--- src/rtl/sdram_slot_arbiter_pkg.sv ---
// sdram_slot_arbiter_pkg: slot state and grant encodings plus the byte-select helper
package sdram_slot_arbiter_pkg;
  typedef enum logic [1:0] {S_IDLE, S_ARB, S_WAIT} slot_state_t;
  typedef enum logic [1:0] {G_CPU, G_VID, G_TAPE, G_REF} grant_t;
  localparam logic [3:0] CNT_SAT = 4'd15;
  function automatic logic [7:0] byte_sel(input logic a0, input logic [15:0] d);
    return a0 ? d[15:8] : d[7:0];
  endfunction
endpackage

--- src/rtl/sdram_slot_arbiter_edge_pend.sv ---
// sdram_slot_arbiter_edge_pend: rising-edge detector feeding a sticky pending flag cleared on grant
module sdram_slot_arbiter_edge_pend
  import sdram_slot_arbiter_pkg::*;
(
  input  logic clk,
  input  logic reset_n,
  input  logic i_in,
  input  logic i_clr,
  output logic o_pend
);
  logic r_d, r_pend;
  always_ff @(posedge clk or negedge reset_n) begin
    if (!reset_n) begin
      r_d    <= 1'b0;
      r_pend <= 1'b0;
    end else begin
      r_d    <= i_in;
      r_pend <= i_clr ? 1'b0 : (r_pend | (i_in & ~r_d));
    end
  end
  assign o_pend = r_pend;
endmodule

--- src/rtl/sdram_slot_arbiter.sv ---
// sdram_slot_arbiter: per-clkref slot scheduler granting cpu, video, tape or refresh to the sdram core
module sdram_slot_arbiter
  import sdram_slot_arbiter_pkg::*;
#(
  parameter int AW          = 23,
  parameter int STARVE_MAX  = 4,
  parameter int REFRESH_MAX = 8
) (
  input  logic          clk,
  input  logic          reset_n,
  input  logic          clkref,
  input  logic          cpu_oe,
  input  logic          cpu_we,
  input  logic [AW-1:0] cpu_addr,
  input  logic [7:0]    cpu_din,
  output logic [7:0]    cpu_dout,
  input  logic [AW-1:0] vid_addr,
  output logic [15:0]   vid_dout,
  input  logic          tape_rd,
  input  logic          tape_wr,
  input  logic [AW-1:0] tape_addr,
  input  logic [7:0]    tape_din,
  output logic [7:0]    tape_dout,
  output logic          tape_ack,
  output logic          mem_start,
  output logic          mem_refresh,
  output logic          mem_we,
  output logic [AW-1:0] mem_addr,
  output logic [7:0]    mem_din,
  input  logic          mem_done,
  input  logic [15:0]   mem_rdata
);
  localparam logic [3:0] L_STARVE = 4'(STARVE_MAX);
  localparam logic [3:0] L_REF    = 4'(REFRESH_MAX);
  slot_state_t   r_state, w_next;
  grant_t        r_grant, w_grant;
  logic          w_cpu_rd_p, w_cpu_wr_p, w_tape_rd_p, w_tape_wr_p;
  logic          w_clr_cpu, w_clr_tape, w_arb, w_done, w_tape_pend, w_vid_pend, w_clkref_rise;
  logic          r_clkref_d;
  logic [3:0]    r_starve, r_since_ref;
  logic [AW-2:0] r_vid_last, r_vid_word;
  logic [7:0]    r_cpu_dout, r_tape_dout, r_mem_din;
  logic [15:0]   r_vid_dout;
  logic          r_tape_ack, r_mem_start, r_mem_refresh, r_mem_we;
  logic [AW-1:0] r_mem_addr;

  sdram_slot_arbiter_edge_pend u_cpu_rd (.clk(clk), .reset_n(reset_n), .i_in(cpu_oe), .i_clr(w_clr_cpu), .o_pend(w_cpu_rd_p));
  sdram_slot_arbiter_edge_pend u_cpu_wr (.clk(clk), .reset_n(reset_n), .i_in(cpu_we), .i_clr(w_clr_cpu), .o_pend(w_cpu_wr_p));
  sdram_slot_arbiter_edge_pend u_tape_rd (.clk(clk), .reset_n(reset_n), .i_in(tape_rd), .i_clr(w_clr_tape), .o_pend(w_tape_rd_p));
  sdram_slot_arbiter_edge_pend u_tape_wr (.clk(clk), .reset_n(reset_n), .i_in(tape_wr), .i_clr(w_clr_tape), .o_pend(w_tape_wr_p));

  assign w_clkref_rise = clkref & ~r_clkref_d;
  assign w_tape_pend   = w_tape_rd_p | w_tape_wr_p;
  assign w_vid_pend    = vid_addr[AW-1:1] != r_vid_last;
  assign w_arb         = r_state == S_ARB;
  assign w_done        = r_state == S_WAIT && mem_done;
  assign w_clr_cpu     = w_arb && w_grant == G_CPU;
  assign w_clr_tape    = w_arb && w_grant == G_TAPE;

  always_ff @(posedge clk or negedge reset_n) begin
    if (!reset_n) r_state <= S_IDLE;
    else          r_state <= w_next;
  end

  always_comb begin
    w_next  = r_state;
    w_grant = G_REF;
    w_next  = (r_state == S_IDLE && w_clkref_rise) ? S_ARB :
              (r_state == S_ARB)                   ? S_WAIT :
              w_done                               ? S_IDLE : r_state;
    w_grant = (r_since_ref == L_REF)                ? G_REF  :
              (w_cpu_rd_p | w_cpu_wr_p)             ? G_CPU  :
              (w_tape_pend && r_starve == L_STARVE) ? G_TAPE :
              w_vid_pend                            ? G_VID  :
              w_tape_pend                           ? G_TAPE : G_REF;
  end

  always_ff @(posedge clk or negedge reset_n) begin
    if (!reset_n) begin
      r_clkref_d    <= 1'b0;
      r_grant       <= G_REF;
      r_starve      <= '0;
      r_since_ref   <= '0;
      r_vid_last    <= '1;
      r_vid_word    <= '0;
      r_cpu_dout    <= '0;
      r_vid_dout    <= '0;
      r_tape_dout   <= '0;
      r_tape_ack    <= 1'b0;
      r_mem_start   <= 1'b0;
      r_mem_refresh <= 1'b0;
      r_mem_we      <= 1'b0;
      r_mem_addr    <= '0;
      r_mem_din     <= '0;
    end else begin
      r_clkref_d  <= clkref;
      r_mem_start <= w_arb;
      if (w_arb) begin
        r_grant       <= w_grant;
        r_mem_refresh <= w_grant == G_REF;
        r_mem_we      <= (w_grant == G_CPU && w_cpu_wr_p) || (w_grant == G_TAPE && w_tape_wr_p);
        r_mem_addr    <= w_grant == G_CPU  ? cpu_addr :
                         w_grant == G_VID  ? (vid_addr & {{(AW-1){1'b1}}, 1'b0}) :
                         w_grant == G_TAPE ? tape_addr : '0;
        r_mem_din     <= w_grant == G_CPU ? cpu_din : w_grant == G_TAPE ? tape_din : '0;
        r_vid_word    <= vid_addr[AW-1:1];
        r_starve      <= w_grant == G_TAPE ? 4'd0 :
                         (w_tape_pend && r_starve != CNT_SAT) ? r_starve + 4'd1 : r_starve;
        r_since_ref   <= w_grant == G_REF ? 4'd0 :
                         (r_since_ref != CNT_SAT) ? r_since_ref + 4'd1 : r_since_ref;
      end
      if (w_done && r_grant == G_CPU)
        r_cpu_dout <= r_mem_we ? r_mem_din : byte_sel(r_mem_addr[0], mem_rdata);
      if (w_done && r_grant == G_VID) begin
        r_vid_dout <= mem_rdata;
        r_vid_last <= r_vid_word;
      end
      if (w_done && r_grant == G_TAPE) begin
        r_tape_dout <= r_mem_we ? r_tape_dout : byte_sel(r_mem_addr[0], mem_rdata);
        r_tape_ack  <= ~r_tape_ack;
      end
    end
  end

  assign cpu_dout    = r_cpu_dout;
  assign vid_dout    = r_vid_dout;
  assign tape_dout   = r_tape_dout;
  assign tape_ack    = r_tape_ack;
  assign mem_start   = r_mem_start;
  assign mem_refresh = r_mem_refresh;
  assign mem_we      = r_mem_we;
  assign mem_addr    = r_mem_addr;
  assign mem_din     = r_mem_din;
endmodule

--- config.mk ---
export PLATFORM = sky130hd
export DESIGN_NAME = sdram_slot_arbiter
export DESIGN_NICKNAME = d
export VERILOG_FILES = /design/src/rtl/sdram_slot_arbiter_pkg.sv /design/src/rtl/sdram_slot_arbiter_edge_pend.sv /design/src/rtl/sdram_slot_arbiter.sv
export SDC_FILE = /design/constraint.sdc
export NUM_CORES = 1
export LEC_CHECK = 0
export CAP_MARGIN = 20
export CORE_UTILIZATION = 53
export CTS_CLUSTER_SIZE = 10
export DETAILED_ROUTE_END_ITERATION = 8
export GPL_ROUTABILITY_DRIVEN = 0
export PLACE_DENSITY = 0.86
export SYNTH_ARGS = -nofsm -noshare
export SYNTH_HDL_FRONTEND = slang
export SYNTH_HIERARCHICAL = 1
export SYNTH_SLANG_ARGS = --single-unit
--- constraint.sdc ---
create_clock -name clk -period 3.3 [get_ports clk]
set_input_delay 0.495 -clock clk [delete_from_list [all_inputs] [get_ports clk]]
set_output_delay 0.495 -clock clk [all_outputs]
set_load 0.01 [all_outputs]
==> results.md, run 1 <==
Synthesis:
- The complex-gate fraction of the synthesized area is 0.1629.
- The synthesized area is 6550 um2.
- Of the total synthesized cell area, the portion taken by full adders, half adders and majority gates is 0.007641.
- The cell count after synthesis is 650.
- The commonest cells after synthesis are sky130_fd_sc_hd__nand2_1 (140), sky130_fd_sc_hd__dfrtp_1 (108), sky130_fd_sc_hd__nor2_1 (50).
- Sorting the synthesized cells by area gives the leading types as sky130_fd_sc_hd__dfrtp_1 (41%), sky130_fd_sc_hd__dfstp_2 (9.6%), sky130_fd_sc_hd__nand2_1 (8.0%).
- The post-synthesis sequential element count is 132.
- The mux contribution to synthesized area is 0.09131.
- The Yosys step of the flow raised 6 warnings.
- Of the total synthesized cell area, the portion taken by XOR and XNOR cells is 0.03343.
- Synthesis instantiated 59 different standard cells from the library.
- Averaged over all synthesized cells, the footprint is 10.08 um2.
- The share of synthesized cell area in and, or, nand and nor gates is 0.1536.
- The number of nets in the synthesized netlist is 763.
- The largest total area in the synthesized netlist belongs to sky130_fd_sc_hd__dfrtp_1.
- The flip-flop cell with the highest count after synthesis is sky130_fd_sc_hd__dfrtp_1.
- After synthesis, the largest family of logic cells by area is compound AO/OA/AOI/OAI gates.
- Counting flops with a built-in enable in the synthesized netlist gives 0.
- The most frequently used cell type in the post-synthesis netlist is sky130_fd_sc_hd__nand2_1.
- The share of synthesized area in the top cell type comes to 0.4126.
- The async set or reset register ratio after synthesis is 1.000.
- The share of the Yosys chip area taken by registers is 0.5089.

Run status:
- The flow ran to the end, and the final reports show no timing, DRC or antenna violations.

Floorplanning:
- The effective utilization at floorplan is 0.5453.
- The core region is 12,010 um2.
- In this run the vertical extent of the chip is 113.2 um.
- The count of pins on the block boundary is 176.
- The die footprint is 12,810 um2.
- The floorplan has 40 rows.
- The width of the chip is 113.2 um.

GRT:
- The number of antenna violations at the first check in global routing came to 0.
- The number of global-route vias before repair is 5,966.
- For this run, global-route usage on met1 was measured as 0.3573.
- For this run, global-route usage on met2 was measured as 0.5219.
- In the global route stage, overall resource usage came out at 0.3019.
- The global routing met3 resource utilization is 0.07392.
- Entering global routing, the biggest net connects 78 pins.
- The global-route wire length before repair is 29,660 um.
- The busiest layer in global routing is met2.
- Global routing finished with a remaining overflow of 0.

Worst setup path:
- The worst register-to-register path begins at u_tape_wr/o_pend.
- The capturing point of the worst reg2reg path is mem_addr[8].
- In this run the worst path has a maximum fanout of 11.
- The setup path with the least slack is of type in2reg.
- The start point of the critical path is vid_addr[1].
- In this run the worst setup path terminates at mem_din[6].
- Data arrives at the worst endpoint at 2.82 ns.
- The required time of the worst setup path is 3.59 ns.
- The kind of end point of the critical path is a flip-flop.
- The setup slack on the worst flop-to-flop path is 0.83 ns.
- The startpoint type of the worst setup path is an input pin.
- Measured in cells, the most critical reg-to-reg path has a length of 6.

STA:
- Setup violations remaining at the end of the flow were counted as 0.
- The number of max-slew violations in the final report is 0.
- The transition at the pin with the smallest max-transition slack is 0.8515 ns.
- For the final routed database, the setup TNS stands at 0 ns.
- The count of final hold-check violations was 0.
- The share of the clock period used by the worst path after layout is 0.7665.
- The remaining max-slew budget at the tightest pin is 0.4306.
- Setup repair after global routing left no endpoint under its margin.
- The final critical path time including I/O delays and setup is 2.529 ns.
- The final hold slack is 0.07954 ns.
- For this run, the top clock speed supported by timing is 395.3 MHz.
- For the final database, setup skew stands at 0.008727 ns.
- The final worst slack is 0.7705 ns.

Layout:
- The total number of nets in the final design is 928.
- With fillers left out, the area of the finished cells amounts to 8954 um2.
- 0 antenna diodes ended up in the layout.
- The final non-filler cell total is 975.
- Relative to the synthesized area, the layout overhead comes to 36.70%.
- The utilization after layout is 0.7454.
- In the final layout, the share of cells above drive strength 1 is 0.1800.

Place:
- After detailed placement, the total cell area comes to 8364 um2.
- Port buffering added 174 buffers.
- The number of placed instances, taps included, is 943.
- The worst-case setup slack after placement is 0.4224 ns.
- After legalization and detailed placement, the total HPWL measured 12,740 um.

CTS:
- The number of CTS-inserted buffers is 17.
- The H-tree was split into 4 levels.
- The number of sinks handled by clock tree synthesis is 132.
- Clock-pin slew was measured on the worst setup and hold paths at 0.06 ns.
- The CTS tree is yes.
- The buffer depth of the longest clock path is 2.
- The post-CTS setup repair buffer count is 0.
- The number of gates resized after CTS was 0.
- The root buffer selected by CTS is sky130_fd_sc_hd__clkbuf_16.
- The insertion delay of the later-clocked pin in the worst-skew pair is 0.42 ns.
- For this design, the CTS-stage hold fixing added 0 buffers.

Drt:
- The post-detailed-route via-to-cell ratio is 5.944.
- The first TritonRoute pass finished after 5 iterations.
- Dividing the detail-routed wire length by the instance count gives 18.94 um.
- The number of DRC markers after the initial detailed-route iteration is 490.
- The total via count after detailed routing is 5,795.
- The number of remaining DRC errors is 0.
- The count of nets left with antenna violations once routing finished came out at 0.
- The sum of routed wire length over all layers is 18,460 um.

Pwr:
- The static leakage is 3.804 nW.
- Across the VDD grid, the largest voltage drop is 489.1 uV.
- The power per cell area is 908.7 nW/um2.
- The total power of the final layout is 8.136 mW.

Hold path:
- The class of the tightest hold or removal check is in2async.

Run:
- The total of max-cap violations is 0.
==> registers in the layout (all words and copies together), names as in the netlist, 2 cells and up <==
register / flops
cpu_dout: 8
mem_addr: 23
mem_din: 8
r_grant: 2
r_since_ref: 4
r_starve: 4
r_state: 2
r_vid_last: 22
r_vid_word: 22
tape_dout: 8
vid_dout: 16
==> routing by layer <==
layer | wire [um] | share of wire | vias up
li1 | - | - | 2614
met1 | 7239 | 0.39 | 2833
met2 | 9178 | 0.50 | 304
met3 | 1495 | 0.081 | 44
met4 | 550 | 0.030 | 0
met5 | 0 | 0 | -
==> how the worst min path moves through the flow <==
| stage | startpoint | endpoint | slack, ns | cells after the start |
|---|---|---|---|---|
| CTS | reset_n | r_clkref_d | 0.1 | 1 |
| global placement | r_vid_word[19] | r_vid_word[19] | 0.45 | 2 |
| finish | reset_n | r_clkref_d | 0.08 | 1 |
| floorplan | reset_n | cpu_dout[0] | 0.20 | 0 |
| global route | reset_n | r_clkref_d | 0.11 | 1 |
| detailed placement | r_vid_word[14] | r_vid_word[14] | 0.46 | 2 |
==> critical path: stages <==
cell,delay [ns]
sky130_fd_sc_hd__clkdlybuf4s50_1,0.56
sky130_fd_sc_hd__xnor2_1,0.14
sky130_fd_sc_hd__nand4_1,0.19
sky130_fd_sc_hd__nor3_2,0.29
sky130_fd_sc_hd__and2_2,0.35
sky130_fd_sc_hd__a31oi_2,0.37
sky130_fd_sc_hd__a211oi_1,0.42
==> cell families (layout without fill, tap and decap cells) <==
logic type               after synthesis  after routing
adder cells (fa/ha/maj)                4              4
AND/OR/NAND/NOR                      230            230
flip-flops                           132            132
AO/OA/AOI/OAI                        152            152
multiplexers                          54             54
buffers and inverters                 53            231
XOR/XNOR                              25             25
==> report_power, final <==
group / switching (mW) / leakage (nW) / total (mW) / internal, mW
Combinational: 1.55 / 1.98 / 3.26 / 1.71
Sequential: 0.579 / 1.53 / 3.00 / 2.42
Clock: 0.733 / 0.296 / 1.87 / 1.14
==> area by class of cell <==
type | instances | area, um2
Clock buffer | 18 | 439.2
Clock inverter | 14 | 150.1
Fill cell | 811 | 3058
Inverter | 11 | 42.54
Multi-Input combinational cell | 465 | 2948
Sequential cell | 132 | 3333
Tap cell | 147 | 183.9
Timing Repair Buffer | 188 | 1857
==> layout by cell type, fill, tap and decap left out, drive strengths merged, types with 6 or more instances in the layout <==
master,instances
xnor2,23
dfstp,24
inv,15
o22ai,23
nand3,6
clkinv,8
nor2,51
a31oi,28
nand4,7
mux2i,8
o21ai,39
nand2,140
nor3,6
clkdlybuf4s50,173
clkbuf,18
mux2,46
buf,15
a41oi,11
dfrtp,108
a21oi,26
Power figures use the tool's default switching activity.
==> run 2: changes to the inputs <==
--- a/config.mk
+++ b/config.mk
@@ -6,11 +6,11 @@
 export NUM_CORES = 1
 export LEC_CHECK = 0
 export CAP_MARGIN = 20
-export CORE_UTILIZATION = 53
+export CORE_UTILIZATION = 49
 export CTS_CLUSTER_SIZE = 10
 export DETAILED_ROUTE_END_ITERATION = 8
 export GPL_ROUTABILITY_DRIVEN = 0
-export PLACE_DENSITY = 0.86
+export PLACE_DENSITY = 0.81
 export SYNTH_ARGS = -nofsm -noshare
 export SYNTH_HDL_FRONTEND = slang
 export SYNTH_HIERARCHICAL = 1
==> constraint.sdc (replaced) <==
create_clock -name clk -period 2.6 [get_ports clk]
set_input_delay 0.39 -clock clk [delete_from_list [all_inputs] [get_ports clk]]
set_output_delay 0.39 -clock clk [all_outputs]
set_load 0.01 [all_outputs]
==> run 2 against run 1 <==
  * Clock power is 27% higher
  * Design area is 2.0% higher
  * Sequential power is 26% higher
  * Worst setup slack worse by 0.39 ns
  * Worst hold slack better by 0.37 ns
  * Largest power group unchanged
==> results.md, run 2 (synthesis results as in run 1) <==
STA:
- The count of final hold-check violations is 0.
- The routed design could run at a clock period as short as 2.222 ns.
- The final-report setup violation count is 0.
- For the final database, setup skew stands at 0.009277 ns.
- The transition at the pin with the smallest max-transition slack is 0.6566 ns.
- The total negative slack for setup checks is 0 ns.
- Setup repair after global routing left no endpoint under its margin.
- Headroom to the max-slew limit came out at 0.5623.
- The number of max-slew violations in the final report was 0.
- Derived from the worst setup path, the maximum achievable clock frequency is 450.1 MHz.
- In the finished design, the share of the clock period the worst path needs comes to 0.8545.

Place:
- The post-DP HPWL is 12,610 um.
- The count of buffers inserted at the top-level ports is 174.

GRT:
- The total overflow left after global routing is 0.
- The number of antenna violations at the first check in global routing is 0.
- For this run, the total global-route usage over all layers was measured as 0.2686.
- The maximum number of pins on one net before global-route repair is 83.
- The number of global-route vias before repair is 5,905.
- The global-route wire length before repair is 29,270 um.

Layout:
- The library cell used most frequently in the layout, excluding fill and tap cells, is sky130_fd_sc_hd__clkdlybuf4s50_1.
- 0 antenna diodes ended up in the layout.
- The register with the most flip-flops in the layout has 23 of them.
- The number of inserted filler cells in the final layout is 935.
- Compared with the post-synthesis result, the final layout area differs by 39.43%.
- The total number of nets in the final design is 942.
- In the final layout, the share of cells above drive strength 1 is 0.1924.
- In the layout the commonest cells are sky130_fd_sc_hd__clkdlybuf4s50_1 (173), sky130_fd_sc_hd__nand2_1 (140), sky130_fd_sc_hd__dfrtp_1 (108), sky130_fd_sc_hd__nor2_1 (49), sky130_fd_sc_hd__mux2_2 (46).

Run:
- Max-cap violations in this run came to 0.

CTS:
- In this run the deepest clock path goes through 2 buffers.
- The number of CTS-inserted buffers is 17.
- The maximum level of the CTS H-tree is 4.
- After clock tree synthesis, the clock-pin slew on the worst setup and hold paths is 0.06 ns.
- The CTS tree is yes.
- CTS placed an instance of sky130_fd_sc_hd__clkbuf_16 at the clock tree root.
- For the worst-skew pair, the clock arrives at the later sink with an insertion delay of 0.42 ns.
- The post-cts resize count is 0.
- The number of sinks handled by clock tree synthesis is 132.

Drt:
- The number of DRC markers after the initial detailed-route iteration is 441.
- The routed layout has 5,789 vias.
- The sum of routed wire length over all layers is 17,910 um.
- The final antenna-violating net count is 0.
- Dividing the detail-routed via count by the number of cells gives 5.709.
- The number of remaining DRC errors is 0.
- Dividing the detail-routed wire length by the instance count gives 17.66 um.
- The detailed-routing iteration count for the pre-antenna-repair pass is 5.

Pwr:
- The maximum vdd ir drop is 712.3 uV.
- The total power of the final layout is 10.31 mW.
- The static leakage is 3.885 nW.
- The power per cell area is 1129 nW/um2.

Worst setup path:
- The setup path with the least slack is of type in2reg.
- Across all register-to-register paths, the minimum setup slack is 0.39 ns.
- At the worst endpoint, the required time is 2.89 ns.
- The worst setup path is captured at a flip-flop.
- Data arrives at the worst endpoint at 2.51 ns.
- Of all nets on the critical path, the largest fanout is 22.
- The worst setup path is launched from an input pin.

Floorplanning:
- The count of pins on the block boundary is 176.
- After floorplanning, the core was sized to cover 12,820 um2.
- Row generation in the floorplan step produced 41 rows.
- The overall die height is 117.6 um.
- The effective utilization at floorplan is 0.5107.
- The die is 117.6 um wide.
- The floorplan step defined a die boundary enclosing 13,830 um2.

Hold path:
- The class of the tightest hold or removal check is in2reg.

Run status:
- The flow ran to the end, and the final reports show no timing, DRC or antenna violations.
[run 2: changes by cell type in the layout (fill, tap and decap cells not counted), sizes merged]
cell / delta
clkinvlp: +1
dlygate4sd3: +1
buf: +13
clkinv: -1
[run 2: critical path, cell delays in order]
cell,delay (ns)
sky130_fd_sc_hd__clkdlybuf4s50_1,0.48
sky130_fd_sc_hd__xnor2_1,0.27
sky130_fd_sc_hd__nand4_1,0.21
sky130_fd_sc_hd__nor3_2,0.29
sky130_fd_sc_hd__buf_4,0.16
sky130_fd_sc_hd__nand3_4,0.09
sky130_fd_sc_hd__buf_4,0.25
sky130_fd_sc_hd__a31oi_1,0.27
sky130_fd_sc_hd__o22ai_2,0.10
[run 2: area by class of cell]
class,count,area (um2),share of cell area
inverter,11,42.54,0.004658
sequential,132,3333,0.3650
clock inverter,14,148.9,0.01630
multi-input combinational,465,2948,0.3228
clock buffer,18,439.2,0.04809
timing repair buffer,202,2006,0.2196
tap,172,215.2,0.02356
[run 2: repair_timing]
action                                 in CTS  in global routing
buffers inserted                            0                  0
endpoints found under the hold margin       2                  0
hold buffers                                1                  0
[run 2: metal layers]
layer,vias to the layer above,track usage,routed length (um)
li1,2647,-,-
met1,2776,0.3347,7388
met2,315,0.4426,8592
met3,51,0.06202,1321
met4,0,0.1242,609
met5,-,0,0
[run 2: through the flow]
step | hold WS [ns] | instance area [um2] | std cells | util | setup slack (ns)
after detailed placement | 0.4364 | 8534 | 981 | 0.6655 | 0.002840
final | 0.4484 | 9133 | 1014 | 0.7121 | 0.3783
after CTS | 0.4411 | 9133 | 1014 | 0.7121 | 0.3857
after global routing | 0.4455 | 9133 | 1014 | 0.7121 | 0.2937
after global placement | 0.4318 | 8534 | 981 | 0.6655 | 0.1446
after floorplan | 0.09441 | 6550 | 650 | - | 0.7806
[run 2: path summary, 6_finish.rpt]
| path | from | endpoint | cells after the start |
|---|---|---|---|
| min | cpu_oe | u_cpu_rd/r_d | 1 |
| max | vid_addr[21] | mem_addr[14] | 9 |
| max in group asynchronous | reset_n | vid_dout[8] | 3 |
| min reg2reg | r_vid_word[1] | r_vid_word[1] | 2 |
| min in group asynchronous | reset_n | tape_ack | 2 |
| max reg2reg | r_vid_last[20] | mem_addr[14] | 8 |
[run 2: power by group]
group / internal [mW] / switching (mW) / leakage (nW)
Clock: 1.45 / 0.923 / 0.292
Combinational: 2.22 / 1.94 / 2.06
Sequential: 3.07 / 0.706 / 1.53
